**src/rtl/io_led_pkg.sv**
```systemverilog
// Shared register-map constants for the io_led_pwm LED controller.
// Word offsets and CTRL bit positions are used by the RTL; the bench keeps its own copies.
package io_led_pkg;

  localparam int ADR_ON    = 0;
  localparam int ADR_CTRL  = 1;
  localparam int ADR_DUTY0 = 2;

  localparam int PWM_EN    = 0;
  localparam int BLINK_EN  = 1;
  localparam int BLINK_LSB = 8;
  localparam int BLINK_W   = 16;

  function automatic int max_num_led();
    return 8;
  endfunction

endpackage

```
**src/rtl/led_pwm_ch.sv**
```systemverilog
// One LED channel: DUTY register, period-aligned duty shadow, compare and output flop.
// The shadow copy only reloads on the PWM wrap, so a new duty never cuts a period short.
module led_pwm_ch #(
  parameter int PWM_BITS = 8
) (
  input  logic                clk,
  input  logic                rst_n,
  input  logic                wr_i,
  input  logic [PWM_BITS-1:0] wmask_i,
  input  logic [PWM_BITS-1:0] wdata_i,
  input  logic [PWM_BITS-1:0] pwm_cnt_i,
  input  logic                wrap_i,
  input  logic                pwm_en_i,
  input  logic                gate_i,
  output logic [PWM_BITS-1:0] duty_o,
  output logic                led_o
);

  logic [PWM_BITS-1:0] duty_q, duty_d;
  logic [PWM_BITS-1:0] act_q, act_d;
  logic                led_q, led_d;

  always_comb begin
    duty_d = duty_q;
    act_d  = act_q;
    led_d  = 1'b0;
    if (wr_i) begin
      duty_d = (duty_q & ~wmask_i) | (wdata_i & wmask_i);
    end
    // A write landing on the wrap cycle is not yet visible here; it loads next period.
    if (wrap_i) begin
      act_d = duty_q;
    end
    led_d = gate_i & (pwm_en_i ? (pwm_cnt_i < act_q) : 1'b1);
  end

  always_ff @(posedge clk or negedge rst_n) begin
    if (!rst_n) begin
      duty_q <= '0;
      act_q  <= '0;
      led_q  <= 1'b0;
    end else begin
      duty_q <= duty_d;
      act_q  <= act_d;
      led_q  <= led_d;
    end
  end

  assign duty_o = duty_q;
  assign led_o  = led_q;

endmodule

```
**src/rtl/io_led_pwm.sv**
```systemverilog
// Memory-mapped LED controller: ON/CTRL registers, shared prescaler and PWM counter,
// global blink generator, registered readback, and one led_pwm_ch per LED.
module io_led_pwm
  import io_led_pkg::*;
#(
  parameter int NUM_LED   = 3,
  parameter int PWM_BITS  = 8,
  parameter int PRESC_DIV = 4
) (
  input  logic               clk,
  input  logic               rst_n,
  input  logic [3:0]         st_we_io,
  input  logic [11:2]        st_adr_io,
  input  logic [31:0]        st_data_io,
  input  logic               ld_re_io,
  input  logic [11:2]        ld_adr_io,
  output logic [31:0]        ld_data_io,
  output logic [NUM_LED-1:0] led_out
);

  if (NUM_LED < 1 || NUM_LED > max_num_led()) begin : g_bad_num_led
    $error("io_led_pwm: NUM_LED out of range");
  end

  localparam int PW = (PRESC_DIV > 1) ? $clog2(PRESC_DIV) : 1;
  localparam logic [PW-1:0] PRESC_MAX = PW'(PRESC_DIV - 1);

  // Bus: a store happens in any cycle with a nonzero st_we_io (no backpressure);
  // a load is requested by ld_re_io and its data appears on ld_data_io the next
  // cycle, then holds until the next load request.
  logic [31:0] wmask;
  logic        any_we, on_wr, ctrl_wr, ctrl_lane0_wr;
  logic        unused_ok;

  assign wmask  = {{8{st_we_io[3]}}, {8{st_we_io[2]}}, {8{st_we_io[1]}}, {8{st_we_io[0]}}};
  assign any_we = |st_we_io;
  assign on_wr  = any_we && (st_adr_io == 10'(ADR_ON));
  assign ctrl_wr = any_we && (st_adr_io == 10'(ADR_CTRL));
  assign ctrl_lane0_wr = ctrl_wr && st_we_io[0];
  assign unused_ok = ^{st_data_io, wmask};

  logic [NUM_LED-1:0]  on_q, on_d;
  logic                pwm_en_q, pwm_en_d;
  logic                blink_en_q, blink_en_d;
  logic [BLINK_W-1:0]  half_q, half_d;
  logic [PW-1:0]       presc_q, presc_d;
  logic [PWM_BITS-1:0] pwm_cnt_q, pwm_cnt_d;
  logic [BLINK_W-1:0]  blink_cnt_q, blink_cnt_d;
  logic                phase_q, phase_d;
  logic [31:0]         ld_data_q, ld_data_d;
  logic                tick, wrap;

  assign tick = (presc_q == PRESC_MAX);
  assign wrap = tick && (pwm_cnt_q == '1);

  always_comb begin
    on_d        = on_q;
    pwm_en_d    = pwm_en_q;
    blink_en_d  = blink_en_q;
    half_d      = half_q;
    presc_d     = tick ? '0 : presc_q + PW'(1);
    pwm_cnt_d   = tick ? pwm_cnt_q + PWM_BITS'(1) : pwm_cnt_q;
    blink_cnt_d = blink_cnt_q;
    phase_d     = phase_q;
    if (on_wr) begin
      on_d = (on_q & ~wmask[NUM_LED-1:0]) | (st_data_io[NUM_LED-1:0] & wmask[NUM_LED-1:0]);
    end
    if (ctrl_lane0_wr) begin
      pwm_en_d   = st_data_io[PWM_EN];
      blink_en_d = st_data_io[BLINK_EN];
    end
    if (ctrl_wr) begin
      half_d = (half_q & ~wmask[BLINK_LSB +: BLINK_W]) |
               (st_data_io[BLINK_LSB +: BLINK_W] & wmask[BLINK_LSB +: BLINK_W]);
    end
    // Touching CTRL lane 0 restarts the blink sequence in its lit phase.
    if (ctrl_lane0_wr) begin
      blink_cnt_d = '0;
      phase_d     = 1'b1;
    end else if (half_q == '0) begin
      blink_cnt_d = '0;
      phase_d     = 1'b1;
    end else if (wrap) begin
      if (blink_cnt_q >= half_q - BLINK_W'(1)) begin
        blink_cnt_d = '0;
        phase_d     = ~phase_q;
      end else begin
        blink_cnt_d = blink_cnt_q + BLINK_W'(1);
      end
    end
  end

  logic [PWM_BITS-1:0] duty_w [NUM_LED];
  logic [NUM_LED-1:0]  led_w;

  for (genvar i = 0; i < NUM_LED; i++) begin : g_ch
    logic duty_wr;
    assign duty_wr = any_we && (st_adr_io == 10'(ADR_DUTY0 + i));

    led_pwm_ch #(.PWM_BITS(PWM_BITS)) u_ch (
      .clk      (clk),
      .rst_n    (rst_n),
      .wr_i     (duty_wr),
      .wmask_i  (wmask[PWM_BITS-1:0]),
      .wdata_i  (st_data_io[PWM_BITS-1:0]),
      .pwm_cnt_i(pwm_cnt_q),
      .wrap_i   (wrap),
      .pwm_en_i (pwm_en_q),
      .gate_i   (on_q[i] & (blink_en_q ? phase_q : 1'b1)),
      .duty_o   (duty_w[i]),
      .led_o    (led_w[i])
    );
  end

  // Readback uses current register values, so a same-cycle store is not yet visible.
  always_comb begin
    ld_data_d = ld_data_q;
    if (ld_re_io) begin
      ld_data_d = '0;
      if (ld_adr_io == 10'(ADR_ON)) begin
        ld_data_d[NUM_LED-1:0] = on_q;
      end else if (ld_adr_io == 10'(ADR_CTRL)) begin
        ld_data_d[PWM_EN]                = pwm_en_q;
        ld_data_d[BLINK_EN]              = blink_en_q;
        ld_data_d[BLINK_LSB +: BLINK_W]  = half_q;
      end
      for (int i = 0; i < NUM_LED; i++) begin
        if (ld_adr_io == 10'(ADR_DUTY0 + i)) begin
          ld_data_d[PWM_BITS-1:0] = duty_w[i];
        end
      end
    end
  end

  always_ff @(posedge clk or negedge rst_n) begin
    if (!rst_n) begin
      on_q        <= '0;
      pwm_en_q    <= 1'b0;
      blink_en_q  <= 1'b0;
      half_q      <= '0;
      presc_q     <= '0;
      pwm_cnt_q   <= '0;
      blink_cnt_q <= '0;
      phase_q     <= 1'b1;
      ld_data_q   <= '0;
    end else begin
      on_q        <= on_d;
      pwm_en_q    <= pwm_en_d;
      blink_en_q  <= blink_en_d;
      half_q      <= half_d;
      presc_q     <= presc_d;
      pwm_cnt_q   <= pwm_cnt_d;
      blink_cnt_q <= blink_cnt_d;
      phase_q     <= phase_d;
      ld_data_q   <= ld_data_d;
    end
  end

  assign ld_data_io = ld_data_q;
  assign led_out    = led_w;

endmodule

```
**config.mk**
```make
export PLATFORM = sky130hd
export DESIGN_NAME = io_led_pwm
export DESIGN_NICKNAME = d
export VERILOG_FILES = /design/src/rtl/io_led_pkg.sv /design/src/rtl/led_pwm_ch.sv /design/src/rtl/io_led_pwm.sv
export SDC_FILE = /design/constraint.sdc
export NUM_CORES = 1
export LEC_CHECK = 0
export ABC_AREA = 1
export BUFFER_PORTS_ARGS = -buffer_cell sky130_fd_sc_hd__buf_2
export CORE_ASPECT_RATIO = 0.5
export CORE_MARGIN = 1.5
export CORE_UTILIZATION = 50
export DETAILED_ROUTE_END_ITERATION = 10
export GPL_TIMING_DRIVEN = 0
export PLACE_DENSITY = 0.71
export SLEW_MARGIN = 20
export SYNTH_ARGS = -nofsm -noshare
export SYNTH_HDL_FRONTEND = slang
export SYNTH_SLANG_ARGS = --single-unit
```
**constraint.sdc**
```tcl
create_clock -name clk -period 7.8 [get_ports clk]
set_input_delay 0.78 -clock clk [delete_from_list [all_inputs] [get_ports clk]]
set_output_delay 0.78 -clock clk [all_outputs]
set_load 0.05 [all_outputs]
```
==> results.sh, run 1 <==
export IMPL_vias=5590
export IMPL_outcome="finished, final reports clean"
export IMPL_worst_slew_pin_slew_ns=0.731
export IMPL_drt_iter0_markers=391
export IMPL_finalHoldViolCount=0
export IMPL_grt_start_max_net_pins=67
export IMPL_fin_nets=1019
export IMPL_synth_cell_type_count=35
export IMPL_synth_top_area_share_pct=46.0
export IMPL_start_util_pct=51.8
export IMPL_grt_usage_pct=23.7
export IMPL_cts_clk_slew_worst_paths_ns=0.06
export IMPL_netlist_area_um2=6640
export IMPL_io_pins=94
export IMPL_cts_htree_levels=4
export IMPL_maxCapViolCount=0
export IMPL_required_ns=8.09
export IMPL_clock_sinks=123
export IMPL_grt_pass1_vias=5693
export IMPL_rsz0062_at_grt="no"
export IMPL_antenna_found_initial=0
export IMPL_post_route_min_period_ns=3.19
export IMPL_synthCells=815
export IMPL_final_util_pct=61.6
export IMPL_firstDrtPassIters=5
export IMPL_setup_violations=0
export IMPL_root_buffer="clkbuf_16"
export IMPL_cts_tree="built"
export IMPL_drc=0
export IMPL_rows=29
export IMPL_gp_congestion=0.940
export IMPL_synth_edf_count=0
export IMPL_place_hpwl_um=11300
export IMPL_wire_per_inst_um=14.0
export IMPL_ys_seq_area_share_pct=46.4
export IMPL_ys_ff_latch=123
export IMPL_yosys_warnings=0
export IMPL_cp_max_fo=9
export IMPL_reg2reg_to="blink_cnt_q[10]"
export IMPL_p_leak_uw=0.00413
export IMPL_portBuffers=77
export IMPL_final_setup_tns_ns=0
export IMPL_drive_above_1_share_pct=15.3
export IMPL_ff2ff_setup_slack_ns=4.61
export IMPL_fin_cells=1100
export IMPL_power_uw=1510
export IMPL_hold_path_class="in2async"
export IMPL_yosysTopAreaCell="dfrtp_1"
export IMPL_synthFlopType="dfrtp_1"
export IMPL_drv_slew=0
export IMPL_r2r_worst_path_cells=17
export IMPL_dp_cells=1070
export IMPL_grt_overflow_total=0
export IMPL_crit_type="reg2reg"
export IMPL_dieArea_um2=14000
export IMPL_avgSynthCellArea_um2=8.14
export IMPL_cts_hold_buffers_added=0
export IMPL_fin_crit_sh_pct=40.9
export IMPL_cts_resized=0
export IMPL_die_h_um=84.5
export IMPL_cts_buffers=17
export IMPL_max_freq_mhz=314
export IMPL_routed_wirelength_um=15400
export IMPL_ys_async_sr_fraction_pct=100
export IMPL_die_w_um=166
export IMPL_insertion_delay_ns=0.41
export IMPL_via_per_inst=5.08
export IMPL_postCtsSetupBuffers=0
export IMPL_diodes=0
export IMPL_slew_headroom_pct=50.6
export IMPL_ys_top_cells_by_area="dfrtp_1 (46%), nand2_1 (12%), ha_1 (7.7%), inv_1 (6.8%), o21ai_0 (6.6%)"
export IMPL_p_per_area_nw_per_um2=192
export IMPL_core_um2=12800
export IMPL_vdd_ir_drop_max_v=0.000121
export IMPL_fin_hold_ws_ns=0.356
export IMPL_grt_pass1_wl_um=26500
export IMPL_antenna_left=0
export IMPL_crit_arrival_ns=3.48
export IMPL_fin_worst_skew_ns=0.00741
export IMPL_cts_path_max_buffers=2
export IMPL_critPathLaunchType="flop"
export IMPL_areaGrowthSynthToFinish_pct=18.8
export IMPL_crit_path_end_kind="flop"
==> per-stage QoR <==
step | instance area (um^2) | worst slack (ns)
6_report | 7890 | 4.61
5_1_grt | 7890 | 4.31
4_1_cts | 7890 | 4.56
3_5_place_dp | 7300 | 4.57
3_3_place_gp | 7260 | 4.36
2_1_floorplan | 6660 | 5.12
==> metal layers <==
layer	vias up	share of wire, %	wire, um	global-route usage (%)
li1	2815	-	-	-
met4	0	1.9	293	10.3
met5	-	0	0	0
met3	25	3.7	563	4.05
met2	131	49	7460	41.2
met1	2619	46	7040	29.5
==> worst max-delay path by stage <==
stage | start | to | slack (ns)
floorplan | flop | blink_cnt_q[10] | 5.12
global placement | rst_n | pwm_cnt_q[5] | 4.36
detailed placement | flop | blink_cnt_q[14] | 4.57
CTS | flop | blink_cnt_q[14] | 4.56
global route | flop | blink_cnt_q[13] | 4.31
finish | flop | blink_cnt_q[10] | 4.61
==> synthesized netlist by cell type (10+ instances only) <==
library cell / instances
a21oi_1: 19
buf_4: 14
clkbuf_1: 10
dfrtp_1: 122
ha_1: 41
inv_1: 121
nand2_1: 210
nand3_1: 30
nand4_1: 11
nor2_1: 58
nor3_1: 12
o21ai_0: 88
o31ai_1: 17
xor2_1: 25
==> power by group <==
part | switching [uW] | total [uW] | internal, uW
clock | 277 | 798 | 520
combinational | 46.2 | 67.1 | 20.9
sequential | 3.58 | 647 | 643
==> logic make-up after synthesis <==
| logic type | count (synthesis) | synth area share (%) |
|---|---|---|
| and+or+nand+nor | 335 | 21.4 |
| buffers and inverters | 153 | 9.61 |
| AOI/OAI and AO/OA | 135 | 11.2 |
| DFF | 123 | 46.4 |
| adders and majority gates | 41 | 7.73 |
| xor gates and xnor gates | 27 | 3.56 |
| other | 1 | 0.0565 |
==> placed cells by master, fill, tap and decap left out, drive strengths merged, types with 2 or more instances in the layout <==
cell type,instances
inv,125
nand4,13
o31ai,17
clkbuf,31
nor3,12
bufinv,3
xor2,25
dfrtp,122
clkinv,6
xnor2,2
ha,41
nand2,212
nor2,61
o22ai,4
a21oi,19
o311ai,3
o21ai,89
conb,8
nand3,34
buf,96
==> worst max-delay path, stage by stage, from the launching register on <==
cell,delay (ns)
dfrtp_1,0.37
inv_1,0.15
ha_1,0.21
nand3_1,0.15
nor2_1,0.25
nand2_1,0.12
nor3_1,0.25
nand2_1,0.11
xor2_1,0.15
inv_1,0.07
ha_1,0.27
nand2_1,0.07
nor3_1,0.27
nand2_1,0.10
nand4_2,0.19
nand2_2,0.11
inv_2,0.17
nor2_1,0.06
==> area by class of cell <==
type | count | area (um^2)
fillers | 1135 | 4920
flip-flops and latches | 123 | 3080
multi-input cells | 546 | 2950
clock buffers | 21 | 470
inverters | 125 | 469
repair buffers | 78 | 419
well taps | 170 | 213
plain buffers | 28 | 169
clock inverters | 9 | 120
Power figures use the tool's default switching activity.
==> run 2, diff against run 1 <==
--- a/config.mk
+++ b/config.mk
@@ -5,14 +5,14 @@
 export SDC_FILE = /design/constraint.sdc
 export NUM_CORES = 1
 export LEC_CHECK = 0
-export ABC_AREA = 1
+export ABC_AREA = 0
 export BUFFER_PORTS_ARGS = -buffer_cell sky130_fd_sc_hd__buf_2
 export CORE_ASPECT_RATIO = 0.5
 export CORE_MARGIN = 1.5
 export CORE_UTILIZATION = 50
 export DETAILED_ROUTE_END_ITERATION = 10
 export GPL_TIMING_DRIVEN = 0
-export PLACE_DENSITY = 0.71
+export PLACE_DENSITY = 0.74
 export SLEW_MARGIN = 20
 export SYNTH_ARGS = -nofsm -noshare
 export SYNTH_HDL_FRONTEND = slang
==> constraint.sdc (replaced) <==
create_clock -name clk -period 2.6 [get_ports clk]
set_input_delay 0.26 -clock clk [delete_from_list [all_inputs] [get_ports clk]]
set_output_delay 0.26 -clock clk [all_outputs]
set_load 0.05 [all_outputs]
==> results.sh, run 2 <==
export IMPL_synthFlopType="dfrtp_1"
export IMPL_portBuffers=76
export IMPL_vdd_ir_drop_max_v=0.000359
export IMPL_final_cell_mix="dfrtp_1 (115), buf_2 (76), nand2_1 (75), mux2_2 (49), o21ai_0 (47)"
export IMPL_netlist_area_um2=6350
export IMPL_power_net_switching_uw=1280
export IMPL_cts_path_max_buffers=2
export IMPL_routed_wirelength_um=15300
export IMPL_clock_sinks=123
export IMPL_firstDrtPassIters=4
export IMPL_post_route_min_period_ns=3.15
export IMPL_drc=0
export IMPL_gp_congestion=0.819
export IMPL_p_per_area_nw_per_um2=602
export IMPL_die_h_um=82.7
export IMPL_p_sw_share_pct=26.5
export IMPL_clockPowerShare_pct=50.9
export IMPL_wire_per_inst_um=16.9
export IMPL_dieArea_um2=13400
export IMPL_slew_headroom_pct=50.0
export IMPL_cts_buffers=17
export IMPL_max_freq_mhz=317
export IMPL_die_w_um=162
export IMPL_cts_htree_levels=4
export IMPL_synth_cell_type_count=55
export IMPL_avgSynthCellArea_um2=10.4
export IMPL_hold_path_class="in2reg"
export IMPL_core_um2=12100
export IMPL_drv_slew=0
export IMPL_failed_checks="setup timing"
export IMPL_insertion_delay_ns=0.42
export IMPL_drive_above_1_share_pct=32.3
export IMPL_power_uw=4830
export IMPL_vias=5040
export IMPL_fin_nets=830
export IMPL_grt_overflow_total=0
export IMPL_grt_pass1_wl_um=24500
export IMPL_met1_usage_pct=29.8
export IMPL_p_int_uw=3550
export IMPL_yosys_top_cells_count="dfrtp_1 (122), nand2_1 (77), mux2_2 (49), o21ai_0 (49), inv_1 (45)"
export IMPL_setup_violations=17
export IMPL_synthMostInstantiatedCell="dfrtp_1"
export IMPL_via_per_inst=5.55
export IMPL_power_frac_comb_pct=8.7
export IMPL_required_ns=2.91
export IMPL_antenna_found_initial=0
export IMPL_grt_start_max_net_pins=68
export IMPL_start_util_pct=52.6
export IMPL_io_pins=94
export IMPL_cp_max_fo=5
export IMPL_grt_pass1_vias=5136
export IMPL_use_met2_pct=41.3
export IMPL_preCtsSetupSlack_ns=-0.678
export IMPL_ys_top_cells_by_area="dfrtp_1 (48%), mux2_2 (8.7%), ha_1 (8.1%), nand2_1 (4.5%), o21ai_0 (3.9%)"
export IMPL_grt_usage_pct=23.8
export IMPL_fill_cells=951
export IMPL_yosysTopAreaCell="dfrtp_1"
export IMPL_critPathLaunchType="flop"
export IMPL_ys_ff_latch=123
export IMPL_yosys_warnings=0
export IMPL_rsz0062_at_grt="yes"
export IMPL_drt_iter0_markers=295
export IMPL_ys_async_sr_fraction_pct=100
export IMPL_outcome="finished with violations"
export IMPL_p_leak_uw=0.00391
export IMPL_cts_tree="built"
export IMPL_rows=28
export IMPL_antenna_left=0
export IMPL_crit_type="reg2reg"
export IMPL_place_hpwl_um=10400
export IMPL_grt_met3_usage_pct=5.39
export IMPL_finalHoldViolCount=0
export IMPL_maxCapViolCount=0
export IMPL_root_buffer="clkbuf_16"
export IMPL_sequentialPowerShare_pct=40.4
export IMPL_synth_edf_count=0
export IMPL_fin_worst_skew_ns=0.00820
export IMPL_synth_top_area_share_pct=48.0
export IMPL_synthCells=612
export IMPL_areaGrowthSynthToFinish_pct=26.2
export IMPL_diodes=0
export IMPL_fin_ws_ns=-0.554
export IMPL_grt_busiest_layer="met2"
export IMPL_fin_crit_sh_pct=121
export IMPL_crit_path_end_kind="flop"
export IMPL_cts_clk_slew_worst_paths_ns=0.06
export IMPL_crit_arrival_ns=3.46
export IMPL_ys_seq_area_share_pct=48.5
export IMPL_worst_slew_pin_slew_ns=0.743
export IMPL_layout_commonest_cell="dfrtp_1"
run 2: path summary, 6_finish.rpt:
check / startpoint / endpoint / slack, ns / cells after the start
max: flop / blink_cnt_q[14] / -0.55 / 13
min: st_data_io[18] / flop / 0.08 / 2
max reg2reg: flop / blink_cnt_q[14] / -0.55 / 13
min reg2reg: presc_q[0] / presc_q[0] / 0.45 / 1
max in group asynchronous: rst_n / asynchronous set/reset pin / 1.46 / 3
min in group asynchronous: rst_n / pwm_cnt_q[5] / 0.40 / 2
run 2: through the flow:
stage	cell area [um^2]	TNS, ns	hold slack, ns	cells	utilization (%)
floorplan	6440	-3.30	-0.0356	619	-
global placement	7030	-45.64	0.416	860	58.1
detailed placement	7060	-10.34	0.312	861	58.4
CTS	7840	-8.24	0.0628	903	64.9
global route	8020	-10.25	0.0717	908	66.3
finish	8020	-7.76	0.0750	908	66.3
run 2: area by class of cell:
| cell class | count | area (um^2) | share of cell area, % |
|---|---|---|---|
| tap | 165 | 206 | 2.57 |
| multi-input combinational | 420 | 3210 | 40.1 |
| sequential | 123 | 3090 | 38.5 |
| timing repair buffer | 93 | 541 | 6.74 |
| inverter | 45 | 169 | 2.11 |
| buffer | 30 | 195 | 2.43 |
| clock buffer | 17 | 425 | 5.31 |
| clock inverter | 15 | 179 | 2.23 |
run 2: kinds of logic (layout without fill, tap and decap cells):
group / after synthesis / in the layout / synth area share, %
other cells: 1 / 8 / 0.0590
fa+ha+maj: 41 / 41 / 8.07
xor+xnor: 21 / 21 / 2.89
flops: 123 / 123 / 48.5
buf+inv: 76 / 200 / 5.39
simple gates: 177 / 177 / 13.4
compound gates: 120 / 120 / 12.0
mux: 53 / 53 / 9.71
run 2: layer usage:
layer  wire length (um)  vias to the layer above
met2               7690                      127
met5                  0                        -
met1               6690                     2488
met3                736                       24
li1                   -                     2401
met4                216                        0
run 2: power groups by stage:
stage	clock, uW	sequential [uW]	combinational, uW
after CTS	2480	1950	392
final	2460	1950	420
after global placement	0	1980	354
after detailed placement	0	1980	370
after global routing	2570	1950	459
after floorplan	0	2010	198
run 2: timing repair:
| action | 4_1_cts | 5_1_grt |
|---|---|---|
| gates cloned | 1 | 0 |
| gates resized for setup | 17 | 31 |
| pin swaps | 17 | 16 |
| setup endpoints to repair | 17 | 38 |
| setup buffers | 9 | 5 |
| endpoints found under the hold margin | 66 | 0 |
| hold buffers | 1 | 0 |
run 2: worst max-delay path, cell delays in order (launching register included):
cell      delay [ns]
dfrtp_2         0.43
nor3_4          0.19
and3_4          0.23
nand2b_4        0.07
nand2b_4        0.16
nor2_2          0.11
xnor2_1         0.14
ha_1            0.29
a211oi_2        0.22
o21ai_1         0.09
o2111a_2        0.19
a211oi_4        0.38
nand2_2         0.21
o31ai_1         0.33
